--- src/rtl/load_activity_monitor_if.sv ---
// Bus bundle for the load activity monitor: enable/clear/load in, window
// results and alarm out. clk and rst stay as plain ports on the block.
interface load_activity_monitor_if #(
  parameter int WIN_LOG2 = 10
);
  logic                  en;
  logic                  clr;
  logic [63:0]           load;
  logic                  win_done;
  logic [WIN_LOG2+6:0]   win_sum;
  logic [3:0]            hit_cnt;
  logic                  alarm;

  modport master (
    output en, clr, load,
    input  win_done, win_sum, hit_cnt, alarm
  );

  modport slave (
    input  en, clr, load,
    output win_done, win_sum, hit_cnt, alarm
  );
endinterface

--- src/rtl/load_activity_monitor.sv ---
// Load activity monitor: counts bit toggles of the 64-bit load vector over
// fixed windows of 2^WIN_LOG2 samples, reports each window sum and raises a
// sticky alarm after HITS consecutive windows above THRESH.
module load_activity_monitor #(
  parameter int WIN_LOG2 = 10,
  parameter int THRESH   = 4096,
  parameter int HITS     = 2
) (
  input  logic                    clk,
  input  logic                    rst,
  load_activity_monitor_if.slave  bus
);

  localparam int SUM_W = WIN_LOG2 + 7;
  localparam logic [SUM_W-1:0] THRESH_C = SUM_W'(THRESH);
  localparam logic [3:0]       HITS_C   = 4'(HITS);

  typedef enum logic [1:0] {
    IDLE  = 2'd0,
    PRIME = 2'd1,
    RUN   = 2'd2
  } state_t;

  state_t                state_r;
  logic [63:0]           load_q_r;
  logic [6:0]            hd_q_r;
  logic                  hd_vld_r;
  logic [SUM_W-1:0]      acc_r;
  logic [WIN_LOG2-1:0]   scnt_r;
  logic [SUM_W-1:0]      win_sum_r;
  logic                  win_done_r;
  logic [3:0]            hit_cnt_r;
  logic                  alarm_r;

  logic [6:0]            hd_s;
  logic [SUM_W-1:0]      new_sum_s;
  logic                  take_s;
  logic                  complete_s;
  logic [3:0]            hit_next_s;

  // Number of set bits in a 64-bit word (0..64).
  function automatic logic [6:0] popcount64(input logic [63:0] v);
    logic [6:0] n;
    n = 7'd0;
    for (int i = 0; i < 64; i++) begin
      n = n + {6'd0, v[i]};
    end
    return n;
  endfunction

  // Toggle distance, running window sum and next consecutive-hit count.
  always_comb begin
    hd_s       = popcount64(bus.load ^ load_q_r);
    new_sum_s  = acc_r + {{(SUM_W-7){1'b0}}, hd_q_r};
    // A pending sample is only consumed while still running; it is dropped
    // in the cycle en falls.
    take_s     = (state_r == RUN) && bus.en && hd_vld_r;
    complete_s = take_s && (&scnt_r);
    if (new_sum_s > THRESH_C) begin
      if (hit_cnt_r >= HITS_C) begin
        hit_next_s = HITS_C;
      end else begin
        hit_next_s = hit_cnt_r + 4'd1;
      end
    end else begin
      hit_next_s = 4'd0;
    end
  end

  // Sequencer, sample pipeline, window accumulator and alarm state.
  always_ff @(posedge clk) begin
    if (rst) begin
      state_r    <= IDLE;
      load_q_r   <= 64'd0;
      hd_q_r     <= 7'd0;
      hd_vld_r   <= 1'b0;
      acc_r      <= '0;
      scnt_r     <= '0;
      win_sum_r  <= '0;
      win_done_r <= 1'b0;
      hit_cnt_r  <= 4'd0;
      alarm_r    <= 1'b0;
    end else begin
      load_q_r   <= bus.load;
      win_done_r <= 1'b0;
      case (state_r)
        IDLE: begin
          hd_vld_r <= 1'b0;
          acc_r    <= '0;
          scnt_r   <= '0;
          if (bus.en) state_r <= PRIME;
          else        state_r <= IDLE;
        end
        // One cycle to refresh load_q so the first sample is not taken
        // against a stale reference.
        PRIME: begin
          hd_vld_r <= 1'b0;
          acc_r    <= '0;
          scnt_r   <= '0;
          if (bus.en) state_r <= RUN;
          else        state_r <= IDLE;
        end
        RUN: begin
          if (bus.en) begin
            hd_q_r   <= hd_s;
            hd_vld_r <= 1'b1;
            if (complete_s) begin
              win_sum_r  <= new_sum_s;
              acc_r      <= '0;
              scnt_r     <= '0;
              win_done_r <= 1'b1;
            end else if (take_s) begin
              acc_r  <= new_sum_s;
              scnt_r <= scnt_r + WIN_LOG2'(1);
            end else begin
              acc_r  <= acc_r;
              scnt_r <= scnt_r;
            end
          end else begin
            // Leaving RUN discards the partial window.
            state_r  <= IDLE;
            hd_vld_r <= 1'b0;
            acc_r    <= '0;
            scnt_r   <= '0;
          end
        end
        default: begin
          state_r  <= IDLE;
          hd_vld_r <= 1'b0;
          acc_r    <= '0;
          scnt_r   <= '0;
        end
      endcase
      // clr overrides a coincident window completion for hit/alarm only.
      if (bus.clr) begin
        hit_cnt_r <= 4'd0;
        alarm_r   <= 1'b0;
      end else if (complete_s) begin
        hit_cnt_r <= hit_next_s;
        if (hit_next_s == HITS_C) alarm_r <= 1'b1;
        else                      alarm_r <= alarm_r;
      end else begin
        hit_cnt_r <= hit_cnt_r;
        alarm_r   <= alarm_r;
      end
    end
  end

  assign bus.win_done = win_done_r;
  assign bus.win_sum  = win_sum_r;
  assign bus.hit_cnt  = hit_cnt_r;
  assign bus.alarm    = alarm_r;

endmodule
--- src/flat_wrapper.sv ---
// flat-port wrapper written by rule: the top's interface ports become plain ports
module load_activity_monitor_flat 
#(
  parameter int WIN_LOG2 = 10,
  parameter int THRESH   = 4096,
  parameter int HITS     = 2
)
  (clk, rst, bus_en, bus_clr, bus_load, bus_win_done, bus_win_sum, bus_hit_cnt, bus_alarm);
  load_activity_monitor_if #(.WIN_LOG2(WIN_LOG2)) bus_i ();
  input  logic clk;
  input  logic rst;
  input wire logic [$bits(bus_i.en)-1:0] bus_en;
  input wire logic [$bits(bus_i.clr)-1:0] bus_clr;
  input wire logic [$bits(bus_i.load)-1:0] bus_load;
  output wire logic [$bits(bus_i.win_done)-1:0] bus_win_done;
  output wire logic [$bits(bus_i.win_sum)-1:0] bus_win_sum;
  output wire logic [$bits(bus_i.hit_cnt)-1:0] bus_hit_cnt;
  output wire logic [$bits(bus_i.alarm)-1:0] bus_alarm;
  assign bus_i.en = bus_en;
  assign bus_i.clr = bus_clr;
  assign bus_i.load = bus_load;
  assign bus_win_done = bus_i.win_done;
  assign bus_win_sum = bus_i.win_sum;
  assign bus_hit_cnt = bus_i.hit_cnt;
  assign bus_alarm = bus_i.alarm;
  load_activity_monitor #(.WIN_LOG2(WIN_LOG2), .THRESH(THRESH), .HITS(HITS)) u_core (.clk(clk), .rst(rst), .bus(bus_i));
endmodule
--- config.mk ---
export PLATFORM = sky130hd
export DESIGN_NAME = load_activity_monitor_flat
export DESIGN_NICKNAME = d
export VERILOG_FILES = /design/src/rtl/load_activity_monitor_if.sv /design/src/rtl/load_activity_monitor.sv /design/src/flat_wrapper.sv
export SDC_FILE = /design/constraint.sdc
export NUM_CORES = 1
export LEC_CHECK = 0
export CAP_MARGIN = 20
export CORE_ASPECT_RATIO = 0.7
export CORE_MARGIN = 5
export CORE_UTILIZATION = 30
export CTS_CLUSTER_SIZE = 16
export DETAILED_ROUTE_END_ITERATION = 8
export DONT_BUFFER_PORTS = 1
export PLACE_DENSITY = 0.43
export SLEW_MARGIN = 20
export SYNTH_ARGS = -nofsm -noshare
export SYNTH_HDL_FRONTEND = slang
export SYNTH_SLANG_ARGS = --single-unit
--- constraint.sdc ---
create_clock -name clk -period 14.71 [get_ports clk]
set_input_delay 1.471 -clock clk [delete_from_list [all_inputs] [get_ports clk]]
set_output_delay 1.471 -clock clk [all_outputs]
set_load 0.1 [all_outputs]
==> results of run 1 <==
[flip-flops by register name (all words and copies together) (netlist names)]
signal and cells:
u_core.bus.win_sum 17, u_core.bus.alarm 1, u_core.bus.hit_cnt 4, u_core.state_r 2, u_core.scnt_r 10, u_core.bus.win_done 1, u_core.hd_vld_r 1, u_core.hd_q_r 7
u_core.load_q_r 64, u_core.acc_r 17
[synthesized netlist by cell type (2+ instances only)]
| cell type | instances |
|---|---|
| fa_1 | 55 |
| nor2_1 | 48 |
| and3_1 | 3 |
| nand4_1 | 4 |
| nand2b_1 | 2 |
| nand3b_1 | 2 |
| clkbuf_1 | 14 |
| nand3_1 | 7 |
| and2_1 | 2 |
| nand2_1 | 56 |
| o21ai_0 | 8 |
| a21oi_1 | 25 |
| buf_2 | 5 |
| a211oi_2 | 3 |
| nor4_1 | 2 |
| dfxtp_1 | 124 |
| o211ai_1 | 3 |
| o41ai_1 | 2 |
| o31a_1 | 3 |
| inv_1 | 51 |
| ha_1 | 26 |
| and4_1 | 2 |
| nor3b_1 | 2 |
| xor2_1 | 43 |
| nor2b_1 | 69 |
| a211oi_1 | 13 |
| nor3_1 | 10 |
| o21ai_1 | 3 |
| o21a_1 | 2 |
| a21o_1 | 4 |
| xnor2_1 | 54 |
[kinds of logic (layout without fill, tap and decap cells)]
kind of cell             count (synthesis)  after routing  share of synthesized area
AND/OR/NAND/NOR                        220            220                      0.172
XOR/XNOR                                97             97                      0.126
flip-flops                             124            124                      0.368
adder cells (fa/ha/maj)                 81             81                      0.212
buffers and inverters                   73             84                     0.0433
AO/OA/AOI/OAI                           75             75                     0.0784
[layout make-up]
| class | instances | share of cell area |
|---|---|---|
| multi-input combinational | 473 | 0.517 |
| sequential | 124 | 0.324 |
| clock buffer | 21 | 0.0588 |
| tap | 282 | 0.0460 |
| clock inverter | 11 | 0.0281 |
| inverter | 51 | 0.0250 |
| timing repair buffer | 1 | 0.000980 |
[worst max path at each step]
stage,start,endpoint,slack [ns]
final,bus_load[0],u_core.hd_q_r[6],7.28
after detailed placement,bus_load[0],u_core.hd_q_r[6],6.81
after global routing,bus_load[0],u_core.hd_q_r[6],6.98
after CTS,bus_load[0],u_core.hd_q_r[6],7.22
after global placement,bus_load[0],u_core.hd_q_r[6],6.89
after floorplan,bus_load[0],u_core.hd_q_r[6],7.13
[stage by stage]
step,setup slack [ns],hold WS (ns)
global route,6.98,0.478
detailed placement,6.81,0.453
floorplan,7.13,0.436
finish,7.28,0.459
CTS,7.22,0.463
global placement,6.89,0.450
[worst max-delay path, delay by kind of cell]
family	cells	cell delay [ns]
buf+inv	1	0.05
fa+ha+maj	11	5.42
simple gates	3	0.41
compound gates	3	0.27
xor+xnor	1	0.13
[layer usage]
layer | up-vias | wire length [µm]
li1 | 2147 | -
met5 | - | 0
met2 | 99 | 5850
met4 | 0 | 186
met3 | 13 | 1170
met1 | 2045 | 7290
==> metrics, run 1 <==
status=finished, final reports clean; R2R depth=19; setup violators final=0; Critical Path RT=15.05 ns; Placed Area=7000 µm²; Synth Net Count=819; Syn Std Cell Area=6740 µm²; slowest CP cell=fa_1; number of max-cap violations=0; slew at the pin closest to its max-slew limit=1.07 ns; Final nets=817; Core ar.=21900 µm²; WHS Endpoint=u_core.hd_q_r[2]; Port Buffer Count=0; Hold Startpoint=u_core.hd_q_r[2]; crit end category=flop; final setup skew=0.00612 ns; commonest register cell after synthesis=dfxtp_1; filler instances=2190; wire per inst=15.1 µm; max incr delay on CP=0.55 ns; Clk Latency, worst-skew pair=0.42 ns; CP Max Fanout=2; cell taking the most area after synthesis=dfxtp_1; met1 GRT Util=0.168; fmax=135 MHz; num ports=91; yosys warns=0; Die Wd=189 µm; final core occ=0.350; largest cells by area after synthesis=dfxtp_1 37%, fa_1 16%, xnor2_1 7.0%; Area growth, synth to finish=13.7%; Starting Density=0.308; initial antenna violation count=0; Unique masters post-synth=54; FF-to-FF Start=u_core.load_q_r[0]; final hold vios=0; remaining global-route overflow=0; count of non-filler cells in the finished layout=963; via count=4304; Max Slew Vio Count=0; Syn Inst Count=670; first-pass GRT wire length=23700 µm; DIE HEIGHT=135 µm; Hold Buf Count CTS=0; GRT Total Usage=0.118; PostCTS Resize Cnt=0; clock slew at reported path FFs=0.05 ns; Slew headroom=0.283; Die ar.=25600 µm²; commonest cells after routing, fill and taps aside=124 x dfxtp_1, 69 x nor2b_1, 56 x nand2_1; CTS Buffer Depth=2; crit start category=input pin; hpwl dp=11000 µm; antenna fix cells=0; layer with the highest usage=met1; 1st-pass router iterations=4; Final Cell Area=7660 µm²; DR iter-0 viols=153; #FFs+latches synth=124; share of layout cells above drive strength 1=0.0631; fin crit share=0.505; largest net degree at the start of global routing=97; CTS tree=yes; Crit Path Category=input pin to flop; DRC=0; antenna viol nets, final=0; EDFF count, synth=0; Crit Reg-Reg Endpoint=u_core.hd_q_r[6]; met2 Use GR=0.162; post-CTS setup buffers=0; Synth async-reset ratio=0; number of clock sinks=124; Synth top area share=0.368; cts bufs inserted=17; Hold WC Path Type=flop to flop; routed wire length=14500 µm; crit-path cells=xor2_1 -> ha_1 -> fa_1 -> fa_1 -> fa_1 -> fa_1 -> fa_1 -> fa_1 -> inv_1 -> fa_1 -> fa_1 -> fa_1 -> fa_1 -> nor2b_1 -> o21ai_0 -> nand2b_1 -> a21o_1 -> a211oi_1 -> nor3_1; Synth Area per Inst=10.1 µm²; row cnt=45; Worst Hold Path Cells=2; GPL Wtd Cong=0.792; FF-to-FF setup slack=8.01 ns; via/cell ratio=4.47; register area=2480 µm²; register area share after synthesis=0.368; number of global-route vias before repair=4480; fin crit period=7.43 ns; RSZ-0062 raised after global routing=false; M3 GR Usage=0.0459; Sum Neg Setup Slack=0 ns; commonest non-fill, non-tap cell in the layout=dfxtp_1; htree depth=4; most used cell, CP=fa_1; dpl cells=931; multi-input logic area=3960 µm²; Worst Path Arrival=7.77 ns; cell chosen for the clock root=clkbuf_16
Power of run 1 is left out: the tool's default activity adds up to more than one toggle a clock period on the data nets, which glitch-free logic cannot reach.
==> run 2: changes to the inputs <==
- clock period: 14.71 -> 7.57 ns (I/O delays scaled with it)
==> run 2 against run 1 <==
Effect of this change:
- non-clock buffer count unchanged
- cell count did not move
- first-iteration DRC count rose by 12%
- worst setup slack lost 6.4 ns
- global-route usage decreased by 0.079 points
- wire length decreased by 0.81%
- count of clock-buffer cells in the layout down 3
- clock skew is 0.0023 ns higher
- utilization fell by 0.52 points
- design area down 1.5%
- highest routed layer unchanged
==> metrics, run 2 (synthesized netlist as in run 1, its figures left out) <==
remaining global-route overflow=0 (unchanged); routed wire length=14400 µm (-0.81%); final hold vios=0 (unchanged); CP delay by family, top=adder cells; GPL Wtd Cong=0.792 (unchanged); wl on met1=7430 µm (+1.9%); 1st-pass router iterations=4 (unchanged); post-CTS setup buffers=0 (unchanged); Hold WC Path Type=input pin to flop; Placed Area=7000 µm² (unchanged); GRT Total Usage=0.117 (-0.000787); fin crit period=6.69 ns; most used cell, CP=fa_1; hpwl dp=11000 µm (-0.44%); DR iter-0 viols=172 (+12%); Area growth, synth to finish=12.1%; metal3 WL=1020 µm (-13%); Sum Neg Setup Slack=0 ns (unchanged); share of layout cells above drive strength 1=0.0675 (+0.00441); final setup skew=0.00840 ns (+0.00229 ns); Worst Path Arrival=7.04 ns (-0.73 ns); commonest non-fill, non-tap cell in the layout=dfxtp_1; Clk Latency, worst-skew pair=0.42 ns (about the same); PostCTS Resize Cnt=0 (unchanged); number of clock sinks=124 (unchanged); clock slew at reported path FFs=0.06 ns (about the same); Core ar.=21900 µm² (unchanged); Critical Path RT=7.92 ns (-7.13 ns); crit start category=input pin; Final Cell Area=7550 µm² (-1.5%); crit-path cells=xor2_1 -> ha_1 -> fa_1 -> fa_1 -> fa_1 -> fa_1 -> fa_1 -> fa_1 -> inv_1 -> fa_1 -> fa_1 -> fa_1 -> fa_1 -> nor2b_1 -> o21ai_0 -> nand2b_1 -> a21o_1 -> a211oi_1 -> nor3_1; Die Wd=189 µm (unchanged); cell chosen for the clock root=clkbuf_16; Die ar.=25600 µm² (unchanged); Hold Buf Count CTS=0 (unchanged); Final nets=817 (unchanged); initial antenna violation count=0 (unchanged); CTS Buffer Depth=2 (unchanged); max reg flops=64 (unchanged); commonest cells after routing, fill and taps aside=124 x dfxtp_1, 69 x nor2b_1, 56 x nand2_1; setup violators final=0 (unchanged); via/cell ratio=4.42 (-1.1%); Port Buffer Count=0 (unchanged); fin crit share=0.884; antenna viol nets, final=0 (unchanged); Starting Density=0.308 (unchanged); max incr delay on CP=0.54 ns (about the same); fmax=149 MHz; Crit Path Category=input pin to flop; Slew headroom=0.285 (+0.00262); htree depth=4 (unchanged); via count=4257 (-1.1%); DIE HEIGHT=135 µm (unchanged); first-pass GRT wire length=23400 µm (-0.99%); Buf/Inv on CP=1 (unchanged); number of max-cap violations=0 (unchanged); slew at the pin closest to its max-slew limit=1.07 ns (-0.00392 ns); cts bufs inserted=17 (unchanged); antenna fix cells=0 (unchanged); CP Max Fanout=2 (unchanged); crit end category=flop; CTS tree=yes; Max Slew Vio Count=0 (unchanged); number of global-route vias before repair=4402 (-1.7%); register bank with the most flops=u_core.load_q_r; wire per inst=14.9 µm (-0.81%); row cnt=45 (unchanged); slowest CP cell=fa_1; routed wl met2=5730 µm (-2.2%); status=finished, final reports clean; DRC=0 (unchanged); largest net degree at the start of global routing=97 (unchanged); num ports=91 (unchanged); RSZ-0062 raised after global routing=false; DR top layer=met4
-- run 2: cell types whose count changed in the layout (fill, tap and decap cells not counted), sizes merged --
cell,previous run,this run
clkinv,4,5
clkbuf,21,18
clkinvlp,1,5
bufinv,6,0
inv,51,55
-- run 2: final cells by class --
type	instances	area (µm²)
clock buffer	18	439
sequential	124	2480
clock inverter	14	113
multi-input combinational	473	3960
tap	282	353
inverter	51	191
fill	2210	14400
timing repair buffer	1	7.51
-- run 2: layer usage --
metal	vias up	GRT usage
met5	-	0
met4	0	0.0413
met3	13	0.0500
met2	82	0.158
met1	2011	0.167
li1	2151	-
-- run 2: per-stage QoR --
stage | util | hold slack (ns) | cells | worst slack (ns)
2_1_floorplan | - | 0.436 | 670 | 0.705
3_3_place_gp | 0.319 | 0.450 | 931 | 0.464
3_5_place_dp | 0.319 | 0.453 | 931 | 0.394
4_1_cts | 0.345 | 0.377 | 963 | 0.790
5_1_grt | 0.345 | 0.373 | 963 | 0.544
6_report | 0.345 | 0.409 | 963 | 0.875
-- run 2: worst paths after layout --
kind	from	endpoint	slack (ns)	cells after the start
worst max-delay path	bus_load[0]	u_core.hd_q_r[6]	0.88	19
worst min-delay path	rst	u_core.load_q_r[54]	0.41	1
worst max register to register	u_core.load_q_r[0]	u_core.hd_q_r[6]	0.88	19
worst min register to register	u_core.acc_r[5]	u_core.acc_r[5]	0.46	2
Power of run 2 is left out for the same reason.
==> run 3: changes to the inputs <==
- CTS_BUF_LIST: unset -> sky130_fd_sc_hd__clkbuf_16
- PLACE_DENSITY: 0.43 -> unset
- PLACE_DENSITY_LB_ADDON: unset -> 0.25
==> run 3 against run 2 <==
Effect of this change:
- global-route usage fell by 0.24 points
- flip-flop and latch count did not move
- cell count did not move
- sequential share of layout area fell by 0.098 points
- worst hold slack got worse by 0.0083 ns
- die area did not move
- non-clock buffer count did not move
- count of clock-buffer cells in the layout fell by 1
- register-to-register slack barely moved
==> metrics, run 3 (synthesized netlist as in run 1, its figures left out) <==
status=finished, final reports clean; Hold WC Path Type=input pin to flop; Crit Reg-Reg Endpoint=u_core.hd_q_r[6]; most used cell, CP=fa_1; number of max-cap violations=0 (unchanged); commonest non-fill, non-tap cell in the layout=dfxtp_1; num ports=91 (unchanged); CP Max Fanout=2 (unchanged); clock slew at reported path FFs=0.06 ns (about the same); CTS Buffer Depth=2 (unchanged); Worst Path Arrival=7.04 ns (about the same); Max Slew Vio Count=0 (unchanged); largest net degree at the start of global routing=97 (unchanged); slew at the pin closest to its max-slew limit=1.08 ns (+0.0106 ns); slowest CP cell=fa_1; routed wire length=14000 µm (-2.6%); number of clock sinks=124 (unchanged); GPL Wtd Cong=0.766 (-3.2%); initial antenna violation count=0 (unchanged); via count=4244 (-0.31%); max reg flops=64 (unchanged); via/cell ratio=4.41 (-0.31%); number of global-route vias before repair=4211 (-4.3%); Area growth, synth to finish=12.4%; CTS tree=yes; Sum Neg Setup Slack=0 ns (unchanged); crit start category=input pin; fin crit period=6.70 ns (+0.00580 ns); DRC=0 (unchanged); Starting Density=0.308 (unchanged); crit-path cells=xor2_1 -> ha_1 -> fa_1 -> fa_1 -> fa_1 -> fa_1 -> fa_1 -> fa_1 -> inv_1 -> fa_1 -> fa_1 -> fa_1 -> fa_1 -> nor2b_1 -> o21ai_0 -> nand2b_1 -> a21o_1 -> a211oi_1 -> nor3_1; row cnt=45 (unchanged); WHS Endpoint=u_core.load_q_r[54]; multi-input logic area=3960 µm² (unchanged); share of layout cells above drive strength 1=0.0646 (-0.00294); wire per inst=14.5 µm (-2.6%); Clk Latency, worst-skew pair=0.42 ns (about the same); commonest cells after routing, fill and taps aside=124 x dfxtp_1, 69 x nor2b_1, 56 x nand2_1; hpwl dp=10500 µm (-4.6%); DR iter-0 viols=133 (-23%); Port Buffer Count=0 (unchanged); max incr delay on CP=0.57 ns (+0.03 ns); crit end category=flop; RSZ-0062 raised after global routing=false; Crit Path Category=input pin to flop; Buf/Inv on CP=1 (unchanged); GRT Total Usage=0.115 (-0.00241); setup violators final=0 (unchanged); antenna viol nets, final=0 (unchanged); DIE HEIGHT=135 µm (unchanged); register area=2480 µm² (unchanged); cell chosen for the clock root=clkbuf_16; PostCTS Resize Cnt=0 (unchanged); antenna fix cells=0 (unchanged); remaining global-route overflow=0 (unchanged); 1st-pass router iterations=4 (unchanged); register bank with the most flops=u_core.load_q_r; final hold vios=0 (unchanged); Hold Startpoint=rst; Critical Path RT=7.91 ns (about the same); htree depth=4 (unchanged); Final nets=817 (unchanged); Slew headroom=0.278 (-0.00710); FF-to-FF Start=u_core.load_q_r[0]; fin crit share=0.885 (about the same); R2R depth=19 (unchanged); final setup skew=0.00817 ns (-0.000232 ns); filler instances=2202 (-0.36%); post-CTS setup buffers=0 (unchanged); Die Wd=189 µm (unchanged); Worst Hold Path Cells=1 (unchanged); cts bufs inserted=17 (unchanged); Hold Buf Count CTS=0 (unchanged); first-pass GRT wire length=23100 µm (-1.6%); CP delay by family, top=adder cells; Die ar.=25600 µm² (unchanged); fmax=149 MHz (about the same); Core ar.=21900 µm² (unchanged); FF-to-FF setup slack=0.88 ns (about the same)
-- run 3: cell count changes in the layout (fill, tap and decap cells not counted), sizes merged --
cell      previous run  this run
bufinv               0         2
clkbuf              18        17
clkinv               5         8
clkinvlp             5         3
inv                 55        53
-- run 3: routing by layer --
| metal | GRT usage | vias up | share of wire |
|---|---|---|---|
| met4 | 0.0376 | 0 | 0.015 |
| met3 | 0.0451 | 17 | 0.071 |
| met2 | 0.149 | 78 | 0.38 |
| met5 | 0 | - | 0 |
| li1 | - | 2158 | - |
| met1 | 0.171 | 1991 | 0.53 |
-- run 3: area by class of cell --
class / count / area share
timing repair buffer: 1 / 0.000992
inverter: 51 / 0.0253
tap: 282 / 0.0466
clock buffer: 17 / 0.0562
sequential: 124 / 0.328
clock inverter: 15 / 0.0197
multi-input combinational: 473 / 0.523
-- run 3: through the flow --
| stage | cells | cell area, µm² | hold slack, ns | utilization | setup WS (ns) |
|---|---|---|---|---|---|
| final | 963 | 7570 | 0.401 | 0.346 | 0.869 |
| after global routing | 963 | 7570 | 0.383 | 0.346 | 0.532 |
| after CTS | 963 | 7570 | 0.385 | 0.346 | 0.852 |
| after detailed placement | 931 | 7000 | 0.454 | 0.319 | 0.446 |
| after global placement | 931 | 7000 | 0.446 | 0.319 | 0.463 |
| after floorplan | 670 | 6740 | 0.436 | - | 0.705 |
-- run 3: how the worst max path moves through the flow --
stage	start	endpoint	slack, ns	cells after the start
global route	u_core.load_q_r[0]	u_core.hd_q_r[4]	0.53	19
CTS	u_core.load_q_r[0]	u_core.hd_q_r[6]	0.85	19
floorplan	bus_load[0]	u_core.hd_q_r[6]	0.70	19
detailed placement	bus_load[0]	u_core.hd_q_r[6]	0.45	19
finish	bus_load[0]	u_core.hd_q_r[6]	0.87	19
global placement	bus_load[0]	u_core.hd_q_r[6]	0.46	19
-- run 3: worst register-to-register path: cells and delay by family, from the launching register on --
kind	cells	cell delay, ns
buf+inv	1	0.05
xor+xnor	1	0.16
compound gates	3	0.27
flops	1	0.31
simple gates	3	0.42
fa+ha+maj	11	5.41
Power of run 3 is left out for the same reason.
